**src/rtl/regfile_wb_arbiter.sv**
```systemverilog
// Round-robin write-back arbiter sharing the register file write port between two requesters.
// Optional macro WB_BYPASS_EN adds combinational forwarding of the staged write onto two read ports.
module regfile_wb_arbiter #(
    parameter int unsigned DATA_W = 32,
    parameter int unsigned ADDR_W = 5
) (
    input  logic              clk,
    input  logic              reset,
    input  logic              Wb0_Valid_i,
    output logic              Wb0_Ready_o,
    input  logic [ADDR_W-1:0] Wb0_Addr_i,
    input  logic [DATA_W-1:0] Wb0_Data_i,
    input  logic              Wb1_Valid_i,
    output logic              Wb1_Ready_o,
    input  logic [ADDR_W-1:0] Wb1_Addr_i,
    input  logic [DATA_W-1:0] Wb1_Data_i,
    output logic              Reg_Write_o,
    output logic [ADDR_W-1:0] Write_Register_o,
    output logic [DATA_W-1:0] Write_Data_o,
    output logic              Busy_o,
    output logic [7:0]        Drop_Count_o
`ifdef WB_BYPASS_EN
    ,
    input  logic [ADDR_W-1:0] Rd1_Addr_i,
    input  logic [ADDR_W-1:0] Rd2_Addr_i,
    input  logic [DATA_W-1:0] Rd1_Data_i,
    input  logic [DATA_W-1:0] Rd2_Data_i,
    output logic [DATA_W-1:0] Rd1_Data_o,
    output logic [DATA_W-1:0] Rd2_Data_o
`endif
);

    logic              buf0_v_q, buf0_v_d, buf1_v_q, buf1_v_d;
    logic [ADDR_W-1:0] buf0_addr_q, buf0_addr_d, buf1_addr_q, buf1_addr_d;
    logic [DATA_W-1:0] buf0_data_q, buf0_data_d, buf1_data_q, buf1_data_d;
    logic              rr_last_q, rr_last_d;
    logic              we_q, we_d;
    logic [ADDR_W-1:0] wa_q, wa_d;
    logic [DATA_W-1:0] wd_q, wd_d;
    logic [7:0]        drop_q, drop_d;

    logic       grant0, grant1;
    logic       acc0, acc1, drop0, drop1;
    logic [8:0] drop_sum;

    always_comb begin
        // rr_last_q high means port 1 won last, so port 0 takes the next tie
        grant0 = buf0_v_q & (~buf1_v_q | rr_last_q);
        grant1 = buf1_v_q & (~buf0_v_q | ~rr_last_q);

        Wb0_Ready_o = ~buf0_v_q | grant0;
        Wb1_Ready_o = ~buf1_v_q | grant1;

        acc0  = Wb0_Valid_i & Wb0_Ready_o;
        acc1  = Wb1_Valid_i & Wb1_Ready_o;
        drop0 = acc0 & (Wb0_Addr_i == '0);
        drop1 = acc1 & (Wb1_Addr_i == '0);

        buf0_v_d    = buf0_v_q & ~grant0;
        buf0_addr_d = buf0_addr_q;
        buf0_data_d = buf0_data_q;
        if (acc0 && !drop0) begin
            buf0_v_d    = 1'b1;
            buf0_addr_d = Wb0_Addr_i;
            buf0_data_d = Wb0_Data_i;
        end

        buf1_v_d    = buf1_v_q & ~grant1;
        buf1_addr_d = buf1_addr_q;
        buf1_data_d = buf1_data_q;
        if (acc1 && !drop1) begin
            buf1_v_d    = 1'b1;
            buf1_addr_d = Wb1_Addr_i;
            buf1_data_d = Wb1_Data_i;
        end

        rr_last_d = rr_last_q;
        we_d      = grant0 | grant1;
        wa_d      = wa_q;
        wd_d      = wd_q;
        if (grant0) begin
            rr_last_d = 1'b0;
            wa_d      = buf0_addr_q;
            wd_d      = buf0_data_q;
        end else if (grant1) begin
            rr_last_d = 1'b1;
            wa_d      = buf1_addr_q;
            wd_d      = buf1_data_q;
        end

        drop_sum = {1'b0, drop_q} + {8'd0, drop0} + {8'd0, drop1};
        drop_d   = (drop_sum > 9'd255) ? 8'hFF : drop_sum[7:0];
    end

    always_ff @(posedge clk or negedge reset) begin
        if (!reset) begin
            buf0_v_q    <= 1'b0;
            buf0_addr_q <= '0;
            buf0_data_q <= '0;
            buf1_v_q    <= 1'b0;
            buf1_addr_q <= '0;
            buf1_data_q <= '0;
            rr_last_q   <= 1'b1;
            we_q        <= 1'b0;
            wa_q        <= '0;
            wd_q        <= '0;
            drop_q      <= '0;
        end else begin
            buf0_v_q    <= buf0_v_d;
            buf0_addr_q <= buf0_addr_d;
            buf0_data_q <= buf0_data_d;
            buf1_v_q    <= buf1_v_d;
            buf1_addr_q <= buf1_addr_d;
            buf1_data_q <= buf1_data_d;
            rr_last_q   <= rr_last_d;
            we_q        <= we_d;
            wa_q        <= wa_d;
            wd_q        <= wd_d;
            drop_q      <= drop_d;
        end
    end

    assign Reg_Write_o      = we_q;
    assign Write_Register_o = wa_q;
    assign Write_Data_o     = wd_q;
    assign Drop_Count_o     = drop_q;
    assign Busy_o           = buf0_v_q | buf1_v_q | we_q;

`ifdef WB_BYPASS_EN
    // Only the staged write is forwarded; register 0 always reads the file
    assign Rd1_Data_o = (we_q && (wa_q == Rd1_Addr_i) && (Rd1_Addr_i != '0)) ? wd_q : Rd1_Data_i;
    assign Rd2_Data_o = (we_q && (wa_q == Rd2_Addr_i) && (Rd2_Addr_i != '0)) ? wd_q : Rd2_Data_i;
`endif

endmodule

```
**config.mk**
```make
export PLATFORM = sky130hd
export DESIGN_NAME = regfile_wb_arbiter
export DESIGN_NICKNAME = d
export VERILOG_FILES = /design/src/rtl/regfile_wb_arbiter.sv
export SDC_FILE = /design/constraint.sdc
export NUM_CORES = 1
export LEC_CHECK = 0
export ABC_AREA = 0
export CORE_MARGIN = 5
export CORE_UTILIZATION = 35
export CTS_CLUSTER_DIAMETER = 80
export DETAILED_ROUTE_END_ITERATION = 8
export GPL_TIMING_DRIVEN = 0
export MAX_ROUTING_LAYER = met4
export SLEW_MARGIN = 20
export SYNTH_ARGS = -nofsm -noshare
export SYNTH_HDL_FRONTEND = slang
export SYNTH_SLANG_ARGS = --single-unit
```
**constraint.sdc**
```tcl
create_clock -name clk -period 2.14 [get_ports clk]
set_clock_uncertainty 0.05 [all_clocks]
set_input_delay 0.428 -clock clk [delete_from_list [all_inputs] [get_ports clk]]
set_output_delay 0.428 -clock clk [all_outputs]
set_load 0.005 [all_outputs]
```
# ---- Word-level counts from Yosys, hierarchy flattened
# Cells that the tools add are included.
dict set report word_totals {
  out_inout_bits 49
  reg_bits 123
  elab_cells 50
  inputBits 78
}
dict set report classes {
  order_cmp 1
  reduce_logical 7
  addsub 2
  bitwise 20
  n_mux 9
}
# operator n
set ops {}
lappend ops {{32-bit two-way mux} 2}
lappend ops {{5-bit zero test} 2}
lappend ops {{5-bit two-way mux} 2}
lappend ops {{8-bit by 1-bit adder with 9-bit output} 1}
lappend ops {{9-bit by 1-bit adder with 9-bit output} 1}
lappend ops {{9-bit by 8-bit greater-than comparator with 1-bit output (second input constant)} 1}
lappend ops {{1-bit bitwise AND} 8}
lappend ops {{8-bit two-way mux} 1}
lappend ops {{1-bit OR} 7}
lappend ops {{1-bit NOT} 5}
lappend ops {{1-bit two-way mux} 4}
lappend ops {{1-bit logical AND} 2}
lappend ops {{1-bit zero test} 2}
lappend ops {{2-bit nonzero test} 1}

# ---- Longest topological paths before layout
dict set report logic_depth {
  word_depth 10
  depth_mapped 9
  ltp_nobuf 8
}

# ---- Worst setup path after synthesis
# OpenSTA, ideal clock, no wires.
dict set report synth_path {
  path_kind {in2reg}
  from {in Wb1_Addr_i[0]}
  to {reg drop_q[3] (netlist: Drop_Count_o[3])}
  t_arrival_ps 2130
  n_path_buf 0
  path_slack_ps -122
  t_required_ps 2007
  stages 7
  setup_time_ps 83
  cell_sequence {or4_4 nor3_1 fa_1 ha_1 and4_1 nand4_1 o21ai_0}
}
dict set report synth_via {
  elab_chain_len 5
}
# element line
set synth_rtl {}
lappend synth_rtl {{start: declaration} 15} ;# input logic [ADDR_W-1:0] Wb1_Addr_i,
lappend synth_rtl {{5-bit zero test *} 57} ;# drop1 = acc1 & (Wb1_Addr_i == '0);
lappend synth_rtl {{1-bit bitwise AND *} 57}
lappend synth_rtl {{9-bit by 1-bit adder with 9-bit output *} 91} ;# drop_sum = {1'b0, drop_q} + {8'd0, drop0} + {8'd0, drop1};
lappend synth_rtl {{9-bit by 8-bit greater-than comparator with 1-bit output} 92} ;# drop_d = (drop_sum > 9'd255) ? 8'hFF : drop_sum[7:0];
lappend synth_rtl {{8-bit two-way mux *} 92}
lappend synth_rtl {{named net drop_d[3]} 40} ;# logic [7:0] drop_q, drop_d;
lappend synth_rtl {{end signal: assignment} 119} ;# drop_q <= drop_d;
lappend synth_rtl {{end: declaration} 40}
# The timed path passes the listed nets; every way through them passes the cells marked *.
# A chain may end at the register's enable or synchronous reset.

# ---- Final worst setup path
dict set report layout_path {
  from {in Wb1_Addr_i[3]}
  to {reg drop_q[5] (netlist: Drop_Count_o[5])}
}
# Same word-level chain as after synthesis.

==> impl_metrics.yaml <==
outcome:
  status: "finished clean"
sta:
  setup_viol: 0
  relSlewSlack_pct: 60.1
  drv_slew: 0
  rsz0062_at_grt: "true"
  worst_pin_slew_ps: 599
  finalHoldViolations: 0
  fin_crit_sh_pct: 97.7
  fmax_mhz: 478
  period_minus_slack_ps: 2090
  setup-tns-final_ps: 0
clock_network:
  cts_sinks: 123
  clock_path_buffers: 2
  insertion_delay_ps: 410
  cts_tree: "built"
  cts-htree-levels: 4
  clk_pin_slew_worst_paths_ps: 60
  numCtsBuffers: 17
  root_buffer: "clkbuf_16"
power_and_ir_drop:
  clkPwrFrac_pct: 29.9
  pwr-share-comb_pct: 31.7
  p_leak_nw: 3.34
  p_switching_w: 0.00266
  internal_power_w: 0.00673
  power_density_nw_per_um2: 1230
  swShare_pct: 28.3
  p_seq_share_pct: 38.3
  p_total_w: 0.00939
  vdd_drop_max_uv: 599
floorplan:
  io_pins: 127
  die_w_um: 134
  die-area_um2: 17900
  core_um2: 15100
  fp.dieH_um: 134
  num_rows: 45
  initial_utilization_pct: 35.5
critical_path:
  cp.depth: 8
  end_kind: "flop"
  cp-startpoint: "Wb1_Addr_i[3]"
  arrival_ps: 2370
  start_kind: "input port"
  worstPathCellList: "dlygate4sd2_1 -> or4_4 -> nor3_4 -> fa_2 -> ha_4 -> and4_4 -> nand4_1 -> o21ai_1"
  reg2reg_depth: 8
  cp_slowest_cell: "or4_4"
  cp_num_buf_inv: 1
  path_delay_family: "simple AND/OR/NAND/NOR gates"
  rr_startpoint: "rr_last_q"
  worstPathMaxFanout: 5
  crit_required_ps: 2420
  worstSetupPathType: "input port to flop"
  critPathMaxStageDelay_ps: 530
yosys:
  async_reset_ff_share_pct: 100
  yosysUniqueCellTypes: 33
  synth_top_area_share_pct: 56.9
  yosysSeqAreaShare_pct: 57.4
  post-synth-top-area-cell: "dfrtp_1"
  synth_ff_type: "dfrtp_1"
  synth_edf_count: 0
  synth_nets: 501
  syn_avg_cell_area_um2: 12.7
  syn_area_um2: 5360
  ys_warn_count: 0
  synth_area_leaders: "dfrtp_1 57%, mux2_4 16%, a31oi_1 4.5%"
  yosys-top-cells-count: "122 x dfrtp_1, 56 x mux2_4, 39 x a31oi_1, 39 x nand3_1"
  ys_seq_elements: 123
  synth_cells: 421
  yosysMostFrequentCell: "dfrtp_1"
global_routing:
  grt_max_degree: 74
  overflow: 0
  grt_util_all_layers_pct: 16.9
  antenna_found_initial: 0
  grt_pass1_vias: 4323
  grt_pass1_wl_um: 22800
detailed_routing:
  drt-initial-drc-count: 153
  wl_um: 14200
  firstDrtPassIters: 4
  wl_per_cell_um: 18.2
  ant_nets: 0
  avgViaCountPerCell: 5.08
  vias: 3956
  drc_errors: 0
final_layout:
  multiInputGateArea_um2: 2150
  antenna_cells: 0
  drive_gt1_share_pct: 24.2
  area_growth_pct: 42.8
  seqCellArea_um2: 3080
  final_cells: 779
  final_nets: 660
  fillers: 1375
min_path:
  hp-start: "Wb1_Addr_i[2]"
  hold_depth: 2
  min_path_type: "input port to flop"
placement:
  io_buffers: 126
  dp.final_hpwl_um: 10000
  dp_cells: 736
  gp_congestion: 0.795
run:
  max_cap_viol_count: 0
## stage by stage
step / instance area (µm²) / hold WS (ps) / util (%) / setup slack, ps
final: 7660 / 333 / 50.8 / 48.7
after global routing: 7660 / 318 / 50.8 / -7.94
after CTS: 7620 / 310 / 50.5 / 2.47
after detailed placement: 6930 / 362 / 45.9 / -694
after global placement: 6900 / 419 / 45.7 / -4170
after floorplan: 5400 / 82.4 / - / 7.56
## cell usage in the layout (no fill, tap or decap), drive strengths merged, types with 2 or more instances in the layout
cell,Yosys,routed
dlygate4sd2,0,5
nor3,2,2
or4,2,2
nand3,39,39
o21ai,41,41
and4,2,2
nand2,5,5
clkbuf,19,43
nor2,38,38
nor2b,2,2
nand4,2,2
clkdlybuf4s15,0,4
mux2,70,70
o211ai,2,2
a32o,4,4
clkinv,0,5
dfrtp,122,122
a31oi,39,39
inv,3,3
a21oi,3,3
clkdlybuf4s50,0,115
nand2b,3,3
bufinv,0,2
buf,12,26
## sequential cells by signal (all words and copies together) (netlist names)
| signal | count |
|---|---|
| buf1_v_q | 1 |
| buf0_addr_q | 5 |
| Write_Data_o | 32 |
| buf0_v_q | 1 |
| Reg_Write_o | 1 |
| buf1_addr_q | 5 |
| rr_last_q | 1 |
| Write_Register_o | 5 |
| Drop_Count_o | 8 |
| buf0_data_q | 32 |
| buf1_data_q | 32 |
## cells by family (layout without fill, tap and decap cells)
| family | Yosys count | after routing | share of synthesized area, % |
|---|---|---|---|
| AO/OA/AOI/OAI | 91 | 91 | 10.5 |
| adder cells (fa/ha/maj) | 2 | 2 | 0.606 |
| flip-flops | 123 | 123 | 57.4 |
| buffers and inverters | 34 | 204 | 3.64 |
| AND/OR/NAND/NOR | 99 | 99 | 8.89 |
| multiplexers | 71 | 71 | 18.8 |
| XOR/XNOR | 1 | 1 | 0.163 |
## worst register-to-register path: stages (launching register included)
cell,delay (ps)
dfstp_2,570
nand3b_1,180
nand2_2,80
nor3_4,120
fa_2,260
ha_4,150
and4_4,210
nand4_1,220
o21ai_1,150
## area by class of cell
cell class | count | share of cell area (%)
Buffer | 30 | 2.56
Tap cell | 188 | 3.07
Clock inverter | 7 | 1.16
Timing Repair Buffer | 141 | 18.3
Inverter | 3 | 0.147
Clock buffer | 23 | 6.50
Sequential cell | 123 | 40.2
Multi-Input combinational cell | 264 | 28.1
## per-layer routing
metal | wire length [µm] | GRT usage (%) | up-vias
li1 | - | - | 1837
met4 | 154 | 4.91 | 0
met3 | 791 | 5.10 | 11
met1 | 6390 | 21.1 | 1980
met2 | 6860 | 26.6 | 128
met5 | 0 | - | -
## what timing repair did
action | CTS | global route
hold buffers | 1 | 0
hold endpoints to repair | 50 | 0
pin swaps | 8 | 4
resized for setup | 24 | 11
endpoints found under the setup margin | 67 | 33
buffers inserted | 9 | 4
## worst paths after layout
path	endpoint	slack (ps)
setup / recovery	Drop_Count_o[5]	50
hold / removal	buf1_addr_q[2]	330
setup reg to reg	Drop_Count_o[5]	70
hold reg to reg	buf1_addr_q[3]	440
max in group asynchronous	rr_last_q	820
min in group asynchronous	buf0_data_q[29]	490
## power by group through the flow
| stage | Clock [W] | Sequential, W | Combinational (W) |
|---|---|---|---|
| CTS | 0.00288 | 0.00361 | 0.00300 |
| global route | 0.00299 | 0.00371 | 0.00323 |
| finish | 0.00281 | 0.00360 | 0.00298 |
| detailed placement | 0 | 0.00363 | 0.00294 |
| floorplan | 0 | 0.00353 | 0.00150 |
| global placement | 0 | 0.00360 | 0.00288 |
No activity file was read; power rests on OpenSTA's default activity.
